--- config.mk ---
export PLATFORM = sky130hd
export DESIGN_NAME = io_key_sw_device_flat
export DESIGN_NICKNAME = d
export VERILOG_FILES = /design/src/rtl/io_pkg.sv /design/src/rtl/io_key_sw_device_if.sv /design/src/rtl/io_key_sw_device_input_debounce.sv /design/src/rtl/io_key_sw_device.sv /design/src/flat_wrapper.sv
export SDC_FILE = /design/constraint.sdc
export NUM_CORES = 1
export LEC_CHECK = 0
export CAP_MARGIN = 20
export CORE_MARGIN = 8
export CORE_UTILIZATION = 40
export DETAILED_ROUTE_END_ITERATION = 6
export PLACE_DENSITY_LB_ADDON = 0.12
export SETUP_SLACK_MARGIN = 0.15
export SLEW_MARGIN = 20
export SYNTH_ARGS = -nofsm -noshare
export SYNTH_HDL_FRONTEND = slang
export SYNTH_HIERARCHICAL = 1
export SYNTH_SLANG_ARGS = --single-unit
export TNS_END_PERCENT = 5
--- constraint.sdc ---
create_clock -name clk -period 7.2 [get_ports clk]
set_clock_uncertainty 0.2 [all_clocks]
set_input_delay 1.44 -clock clk [delete_from_list [all_inputs] [get_ports clk]]
set_output_delay 1.44 -clock clk [all_outputs]
set_load 0.01 [all_outputs]
--- src/rtl/io_pkg.sv ---
// Shared KEY/SW device constants: register addresses and CTRL register layout.
// The processor's address decode imports the same values.
package io_pkg;
  localparam logic [31:0] IO_ADDR_KDATA = 32'hFFFF_F080;
  localparam logic [31:0] IO_ADDR_KCTRL = 32'hFFFF_F084;
  localparam logic [31:0] IO_ADDR_SDATA = 32'hFFFF_F090;
  localparam logic [31:0] IO_ADDR_SCTRL = 32'hFFFF_F094;

  localparam int CTRL_RDY = 0;
  localparam int CTRL_OVR = 2;
  localparam int CTRL_IE  = 8;

  typedef struct packed {
    logic [22:0] rsv_hi;
    logic        ie;
    logic [4:0]  rsv_mid;
    logic        ovr;
    logic        rsv_lo;
    logic        rdy;
  } ctrl_reg_t;

  function automatic ctrl_reg_t pack_ctrl(input logic ie, input logic ovr, input logic rdy);
    ctrl_reg_t c;
    c     = '0;
    c.ie  = ie;
    c.ovr = ovr;
    c.rdy = rdy;
    return c;
  endfunction
endpackage

--- src/rtl/io_key_sw_device_if.sv ---
// Data-bus port of a memory-mapped IO responder (processor M-stage side).
interface io_key_sw_device_if #(
   parameter int DBITS = 32
);
   logic [DBITS-1:0] addr;
   logic             rd;
   logic             wr;
   logic [DBITS-1:0] wdata;
   logic [DBITS-1:0] rdata;
   logic             hit;

   modport master (output addr, rd, wr, wdata, input rdata, hit);
   modport slave  (input addr, rd, wr, wdata, output rdata, hit);
endinterface

--- src/rtl/io_key_sw_device_input_debounce.sv ---
// Two-flop synchroniser plus stability counter; DATA follows the input only after
// it has held one value for CYCLES clocks. change pulses on the updating cycle.
module input_debounce #(
   parameter int WIDTH  = 1,
   parameter int CYCLES = 100000
) (
   input  logic             clk,
   input  logic             reset,
   input  logic [WIDTH-1:0] din,
   output logic [WIDTH-1:0] data,
   output logic             change
);
   localparam int CW = $clog2(CYCLES + 1);
   localparam logic [CW-1:0] CMAX = CW'(CYCLES);

   logic [WIDTH-1:0] sync1, sync2, last;
   logic [CW-1:0]    cnt, cnt_nxt;

   // Any difference between consecutive samples restarts the count; saturate at CMAX.
   always_comb begin
      if (sync2 != last)     cnt_nxt = '0;
      else if (cnt == CMAX)  cnt_nxt = cnt;
      else                   cnt_nxt = cnt + 1'b1;
   end

   assign change = (cnt_nxt == CMAX) && (sync2 != data);

   always_ff @(posedge clk or posedge reset) begin
      if (reset) begin
         sync1 <= '0;
         sync2 <= '0;
         last  <= '0;
         cnt   <= '0;
         data  <= '0;
      end else begin
         sync1 <= din;
         sync2 <= sync1;
         last  <= sync2;
         cnt   <= cnt_nxt;
         if (change) data <= sync2;
      end
   end
endmodule

--- src/rtl/io_key_sw_device.sv ---
// KEY/SW memory-mapped responder: debounced DATA registers, CTRL registers with
// sticky ready/overrun, combinational read data and an interrupt request.
module io_key_sw_device
   import io_pkg::*;
#(
   parameter int          DBITS           = 32,
   parameter int          KEYBITS         = 4,
   parameter int          SWBITS          = 10,
   parameter int          DEBOUNCE_CYCLES = 100000,
   parameter logic [31:0] ADDRKDATA       = IO_ADDR_KDATA,
   parameter logic [31:0] ADDRKCTRL       = IO_ADDR_KCTRL,
   parameter logic [31:0] ADDRSDATA       = IO_ADDR_SDATA,
   parameter logic [31:0] ADDRSCTRL       = IO_ADDR_SCTRL
) (
   input  logic               clk,
   input  logic               reset,
   io_key_sw_device_if.slave  bus,
   input  logic [KEYBITS-1:0] key_n,
   input  logic [SWBITS-1:0]  sw,
   output logic               irq
);
   logic [KEYBITS-1:0] kdata;
   logic [SWBITS-1:0]  sdata;
   logic               kchg, schg;
   logic               kready, kovr, kie;
   logic               sready, sovr, sie;

   input_debounce #(.WIDTH(KEYBITS), .CYCLES(DEBOUNCE_CYCLES)) u_key (
      .clk(clk), .reset(reset), .din(~key_n), .data(kdata), .change(kchg)
   );
   input_debounce #(.WIDTH(SWBITS), .CYCLES(DEBOUNCE_CYCLES)) u_sw (
      .clk(clk), .reset(reset), .din(sw), .data(sdata), .change(schg)
   );

   logic hit_kd, hit_kc, hit_sd, hit_sc;
   assign hit_kd = (bus.addr == DBITS'(ADDRKDATA));
   assign hit_kc = (bus.addr == DBITS'(ADDRKCTRL));
   assign hit_sd = (bus.addr == DBITS'(ADDRSDATA));
   assign hit_sc = (bus.addr == DBITS'(ADDRSCTRL));

   logic krd, srd, kwr, swr, ovr_clr;
   assign krd     = bus.rd && hit_kd;
   assign srd     = bus.rd && hit_sd;
   assign kwr     = bus.wr && hit_kc;
   assign swr     = bus.wr && hit_sc;
   assign ovr_clr = !bus.wdata[CTRL_OVR];

   // A change event wins over both a DATA read (ready) and an overrun-clear write.
   always_ff @(posedge clk or posedge reset) begin
      if (reset) begin
         kready <= 1'b0;
         kovr   <= 1'b0;
         kie    <= 1'b0;
         sready <= 1'b0;
         sovr   <= 1'b0;
         sie    <= 1'b0;
      end else begin
         if (kchg)               kready <= 1'b1;
         else if (krd)           kready <= 1'b0;
         if (kchg && kready)     kovr   <= 1'b1;
         else if (kwr && ovr_clr && !kchg) kovr <= 1'b0;
         if (kwr)                kie    <= bus.wdata[CTRL_IE];

         if (schg)               sready <= 1'b1;
         else if (srd)           sready <= 1'b0;
         if (schg && sready)     sovr   <= 1'b1;
         else if (swr && ovr_clr && !schg) sovr <= 1'b0;
         if (swr)                sie    <= bus.wdata[CTRL_IE];
      end
   end

   assign irq = (kready && kie) || (sready && sie);

   always_comb begin
      bus.rdata = '0;
      bus.hit   = 1'b1;
      if (hit_kd)      bus.rdata = DBITS'(kdata);
      else if (hit_kc) bus.rdata = DBITS'(pack_ctrl(kie, kovr, kready));
      else if (hit_sd) bus.rdata = DBITS'(sdata);
      else if (hit_sc) bus.rdata = DBITS'(pack_ctrl(sie, sovr, sready));
      else             bus.hit   = 1'b0;
   end

   logic unused_wdata;
   assign unused_wdata = ^bus.wdata;
endmodule

--- src/flat_wrapper.sv ---
// flat-port wrapper written by rule: the top's interface ports become plain ports
module io_key_sw_device_flat import io_pkg::*;
#(
   parameter int          DBITS           = 32,
   parameter int          KEYBITS         = 4,
   parameter int          SWBITS          = 10,
   parameter int          DEBOUNCE_CYCLES = 100000,
   parameter logic [31:0] ADDRKDATA       = IO_ADDR_KDATA,
   parameter logic [31:0] ADDRKCTRL       = IO_ADDR_KCTRL,
   parameter logic [31:0] ADDRSDATA       = IO_ADDR_SDATA,
   parameter logic [31:0] ADDRSCTRL       = IO_ADDR_SCTRL
)
  (clk, reset, key_n, sw, irq, bus_addr, bus_rd, bus_wr, bus_wdata, bus_rdata, bus_hit);
  io_key_sw_device_if #(.DBITS(DBITS)) bus_i ();
  input  logic clk;
  input  logic reset;
  input  logic [KEYBITS-1:0] key_n;
  input  logic [SWBITS-1:0] sw;
  output logic irq;
  input wire logic [$bits(bus_i.addr)-1:0] bus_addr;
  input wire logic [$bits(bus_i.rd)-1:0] bus_rd;
  input wire logic [$bits(bus_i.wr)-1:0] bus_wr;
  input wire logic [$bits(bus_i.wdata)-1:0] bus_wdata;
  output wire logic [$bits(bus_i.rdata)-1:0] bus_rdata;
  output wire logic [$bits(bus_i.hit)-1:0] bus_hit;
  assign bus_i.addr = bus_addr;
  assign bus_i.rd = bus_rd;
  assign bus_i.wr = bus_wr;
  assign bus_i.wdata = bus_wdata;
  assign bus_rdata = bus_i.rdata;
  assign bus_hit = bus_i.hit;
  io_key_sw_device #(.DBITS(DBITS), .KEYBITS(KEYBITS), .SWBITS(SWBITS), .DEBOUNCE_CYCLES(DEBOUNCE_CYCLES), .ADDRKDATA(ADDRKDATA), .ADDRKCTRL(ADDRKCTRL), .ADDRSDATA(ADDRSDATA), .ADDRSCTRL(ADDRSCTRL)) u_core (.clk(clk), .reset(reset), .bus(bus_i), .key_n(key_n), .sw(sw), .irq(irq));
endmodule
== Yosys cells after proc, flatten, opt, wreduce, memory -nomap -nowiden ==
Index checks and enable logic that the tools add are counted.
Widths: inputs -> output; s select.
Storage, ports and cells
  flip-flop bits (word level): 96
  bits of input ports: 82
  output and inout port bits: 34
Cells by class
  $add $sub $neg: 2
  equal/unequal tests: 12
  muxes and demuxes: 20
  bitwise logic cells: 1
  reduce and logical (&&, ||, !) cells: 22
Operator list (count)
  $eq 32x32->1 const B: 4
  $mux 32: 3
  $eq 17x17->1 const B: 4
  $mux 17: 4
  $add 17x1->17 const B: 2
  $ne 10x10->1: 2
  $logic_and 1x1->1: 14
  $mux 1: 12
  $mux 9: 1
  $ne 4x4->1: 2
  $reduce_bool 2->1: 4
  $not 4->4: 1
  $logic_not 1->1: 3
  $logic_or 1x1->1: 1

== Logic depth before layout (Yosys ltp) ==
  word-level depth: 9
  depth in mapped cells: 11

== Modules after synthesis ==
The synthesis kept the hierarchy.
Modules (own cells, without submodules)
  input_debounce at u_core.u_sw: times used 1, cells an instance 205, area each 2453.6 um2, sequential area each 1426.4 um2
  input_debounce at u_core.u_key: times used 1, cells an instance 162, area each 1725.4 um2, sequential area each 825.8 um2
  io_key_sw_device: times used 1, cells an instance 85, area each 837.1 um2, sequential area each 150.1 um2

== Worst setup path after synthesis ==
Ideal clock, no wire load.
  path kind: input -> output
  from: in bus_addr[2]
  to: out bus_rdata[4]
  arrival: 2.508 ns
  data required time: 5.560 ns
  path slack: 3.052 ns
  cell stages on the path: 4
  path buffers: 1
  path through: buf_2 -> or4_4 -> nor4_4 -> and2_1
On the way
  longest elaborated chain between the ends: 4
  elaborated cells between the ends (all ways): 6
  those cells by class: eq/ne (3); mux (3)
RTL lines
  from (decl): line flat_wrapper.sv:20  | input wire logic [$bits(bus_i.addr)-1:0] bus_addr;
  $eq 32x32->1: line io_key_sw_device.sv:38  | assign hit_sd = (bus.addr == DBITS'(ADDRSDATA));
  $mux 32: line io_key_sw_device.sv:79  | else if (hit_sd) bus.rdata = DBITS'(sdata);
  $mux 32: line io_key_sw_device.sv:78  | else if (hit_kc) bus.rdata = DBITS'(pack_ctrl(kie, kovr, kready));
  $mux 32 *: line io_key_sw_device.sv:77  | if (hit_kd) bus.rdata = DBITS'(kdata);
  to (decl): line flat_wrapper.sv:24  | output wire logic [$bits(bus_i.rdata)-1:0] bus_rdata;
Mark *: on every way between the ends. The rest lies on a longest branch, timed or not.

== Worst setup path in the final report ==
  from: in bus_addr[4]
  to: out bus_rdata[4]
The elaborated chain is that of the path after synthesis.

==> impl_metrics.env <==
export IMPL_grt_max_degree=58
export IMPL_layout_worst_path_cycle_share=0.766
export IMPL_dr_wl_cell_microns=15.5
export IMPL_worst_ir_drop_vdd_v=0.000122
export IMPL_ys_warnings_count=6
export IMPL_grt_first_pass_wirelength_microns=17500
export IMPL_clock_tree_buffer_depth=2
export IMPL_drt_antenna_violating_nets=0
export IMPL_clock_tree_from_tritoncts="done"
export IMPL_place_gp_congestion=0.854
export IMPL_min_path_type="register to register"
export IMPL_worst_endpoint_required_ns=5.56
export IMPL_insertedDiodeCount=0
export IMPL_fin_crit_ns=5.51
export IMPL_worstSetupPathType="primary input to output pin"
export IMPL_first_pass_iters=4
export IMPL_synth_seq_area_share=0.479
export IMPL_report_final_slew_viol_count=0
export IMPL_nNetsFinal=596
export IMPL_totalNegativeSetupSlack_ns=0
export IMPL_synthDistinctLibCells=68
export IMPL_numPortBuffers=63
export IMPL_floorplan_initialDensity=0.404
export IMPL_edff_count_synth=0
export IMPL_cp_max_fo=8
export IMPL_grt_pass1_vias=3467
export IMPL_placement_rows=41
export IMPL_worst_slew_pin_slew_ns=0.866
export IMPL_drt_drc_violations_left=0
export IMPL_p_leak_nw=2.53
export IMPL_commonest_non_fill_non_tap_cells_in_the_layout="96 x dfrtp_1, 63 x clkdlybuf4s50_1, 43 x nor2_1"
export IMPL_root_buffer="clkbuf_16"
export IMPL_overflow=0
export IMPL_startpoint_type="primary input"
export IMPL_grt_resource_usage_total=0.135
export IMPL_fin_worst_hold_slack_ns=0.148
export IMPL_grt_antenna_before_repair=0
export IMPL_most_common_cell_after_layout_fill_and_taps_aside="dfrtp_1"
export IMPL_placed_cells=671
export IMPL_synth_top_flop_cell="dfrtp_1"
export IMPL_worstPathArrival_ns=3.87
export IMPL_finalHoldViolCount=0
export IMPL_synthesized_netlist_cell_count=452
export IMPL_max_cap_violations=0
export IMPL_syn_avg_cell_area_sq_um=11.1
export IMPL_synthArstFlopShare=1.00
export IMPL_cp_capture_type="output pin"
export IMPL_timing_final_setup_violations=0
export IMPL_cts_hold_fix_buffers=0
export IMPL_chipHeight_microns=128
export IMPL_cts_inserted_buffers=9
export IMPL_placeable_core_region_sq_um=12400
export IMPL_dp_hpwl_microns=7870
export IMPL_post_synthesis_cell_area_sq_um=5020
export IMPL_starting_drt_drc_count=198
export IMPL_number_of_cells_in_the_finished_layout_apart_from_fillers=687
export IMPL_timing_fmax_mhz=181
export IMPL_clock_tree_htree_level_count=3
export IMPL_insertion_delay_ns=0.34
export IMPL_viasPerCell=4.98
export IMPL_route_final_wire_length_microns=10600
export IMPL_post_route_util=0.483
export IMPL_grt_setup_unrepaired="no"
export IMPL_routed_via_count=3422
export IMPL_path_clk_slew_ns=0.06
export IMPL_final_layout_size_suffix_gt1_frac=0.118
export IMPL_die_area_sq_um=16400
export IMPL_run_status="finished clean"
export IMPL_floorplan_die_width_microns=128
export IMPL_synth_seq_cells=96
export IMPL_pwrdens_nw_per_um2=187
export IMPL_number_of_post_cts_setup_repair_buffers=0
export IMPL_timing_max_slew_rel_slack=0.421
export IMPL_cts_resized_gates=0
export IMPL_area_growth_pct=19.5
export IMPL_tritoncts_num_sinks=96
export IMPL_io_pins=116
## power by group
group,switching [W],internal (W)
clock network,0.000212,0.000274
logic,0.0000347,0.0000370
registers,0.00000929,0.000551
## state kept, by name, indices dropped and copies added (netlist names)
register	flops
u_core/kie	1
u_core/kovr	1
u_core/kready	1
u_core/sie	1
u_core/sovr	1
u_core/sready	1
u_core/u_key/cnt	17
u_core/u_key/data	4
u_core/u_key/last	4
u_core/u_key/sync1	4
u_core/u_key/sync2	4
u_core/u_sw/cnt	17
u_core/u_sw/data	10
u_core/u_sw/last	10
u_core/u_sw/sync1	10
u_core/u_sw/sync2	10
## cells in the mapped netlist, drive strengths merged (3+ instances only)
| master | n | area [sq um] |
|---|---|---|
| or3 | 4 | 25.0 |
| mux2i | 4 | 40.0 |
| nor2b | 7 | 43.8 |
| xor2 | 33 | 289 |
| nor4b | 5 | 80.1 |
| and3 | 11 | 68.8 |
| a21oi | 14 | 70.1 |
| xnor2 | 23 | 201 |
| and2 | 8 | 50.1 |
| buf | 33 | 244 |
| nor4 | 11 | 105 |
| nand4b | 4 | 56.3 |
| mux2 | 18 | 203 |
| nand3 | 16 | 92.6 |
| and4bb | 3 | 37.5 |
| inv | 17 | 66.3 |
| nor2 | 43 | 161 |
| nand2 | 23 | 86.3 |
| nor3 | 12 | 70.1 |
| clkbuf | 6 | 22.5 |
| a31oi | 4 | 25.0 |
| dfrtp | 96 | 2400 |
| o21ai | 6 | 30.0 |
| nand4 | 15 | 166 |
| ha | 4 | 50.1 |
## final cells by class
| cell class | instances | area (sq um) |
|---|---|---|
| clock inverters | 7 | 80.1 |
| flip-flops and latches | 96 | 2400 |
| multi-input cells | 321 | 2360 |
| well taps | 172 | 215 |
| repair buffers | 65 | 646 |
| clock buffers | 9 | 225 |
| fillers | 1168 | 6420 |
| inverters | 17 | 66.3 |
## worst max-delay path, stage by stage
cell and delay [ns]:
clkdlybuf4s50_1 0.75, inv_4 0.06, or4_4 0.53, nor4_4 0.35, and2_1 0.20, clkdlybuf4s50_1 0.54
## through the flow
step,setup slack (ns),power (W),instance area [sq um]
final,1.69,0.00112,5990
after detailed placement,1.66,0.000644,5690
after global placement,1.68,0.000642,5690
after CTS,1.65,0.00114,5990
after floorplan,3.05,0.000613,5090
after global routing,1.57,0.00117,5990
## worst paths after layout
kind	startpoint	to	slack, ns	depth (start not counted)
worst max-delay path	bus_addr[4]	bus_rdata[4]	1.69	6
worst min-delay path	u_core/u_key/sync1[3]	u_core/u_key/sync2[3]	0.15	0
worst max register to register	u_core/u_sw/sync2[6]	u_core/u_sw/data[8]	3.59	7
worst min register to register	u_core/u_key/sync1[3]	u_core/u_key/sync2[3]	0.15	0
max in group asynchronous	reset	u_core/u_sw/sync2[3]	4.81	3
min in group asynchronous	reset	u_core/sovr	1.21	2
## kinds of logic after synthesis
group                    count (synthesis)  synth area share
AO/OA/AOI/OAI                           40            0.0556
XOR/XNOR                                56            0.0978
adder cells (fa/ha/maj)                  5            0.0120
buffers and inverters                   56            0.0663
flip-flops                              96             0.479
multiplexers                            24            0.0589
other                                    1          0.000748
AND/OR/NAND/NOR                        174             0.230
## per-layer routing
layer | up-vias | track usage | wire length [microns]
met5 | - | 0 | 0
met4 | 0 | 0.0448 | 189
met3 | 15 | 0.0300 | 388
met2 | 65 | 0.240 | 5500
met1 | 1691 | 0.156 | 4550
li1 | 1651 | - | -
No activity file was read; power rests on OpenSTA's default activity.
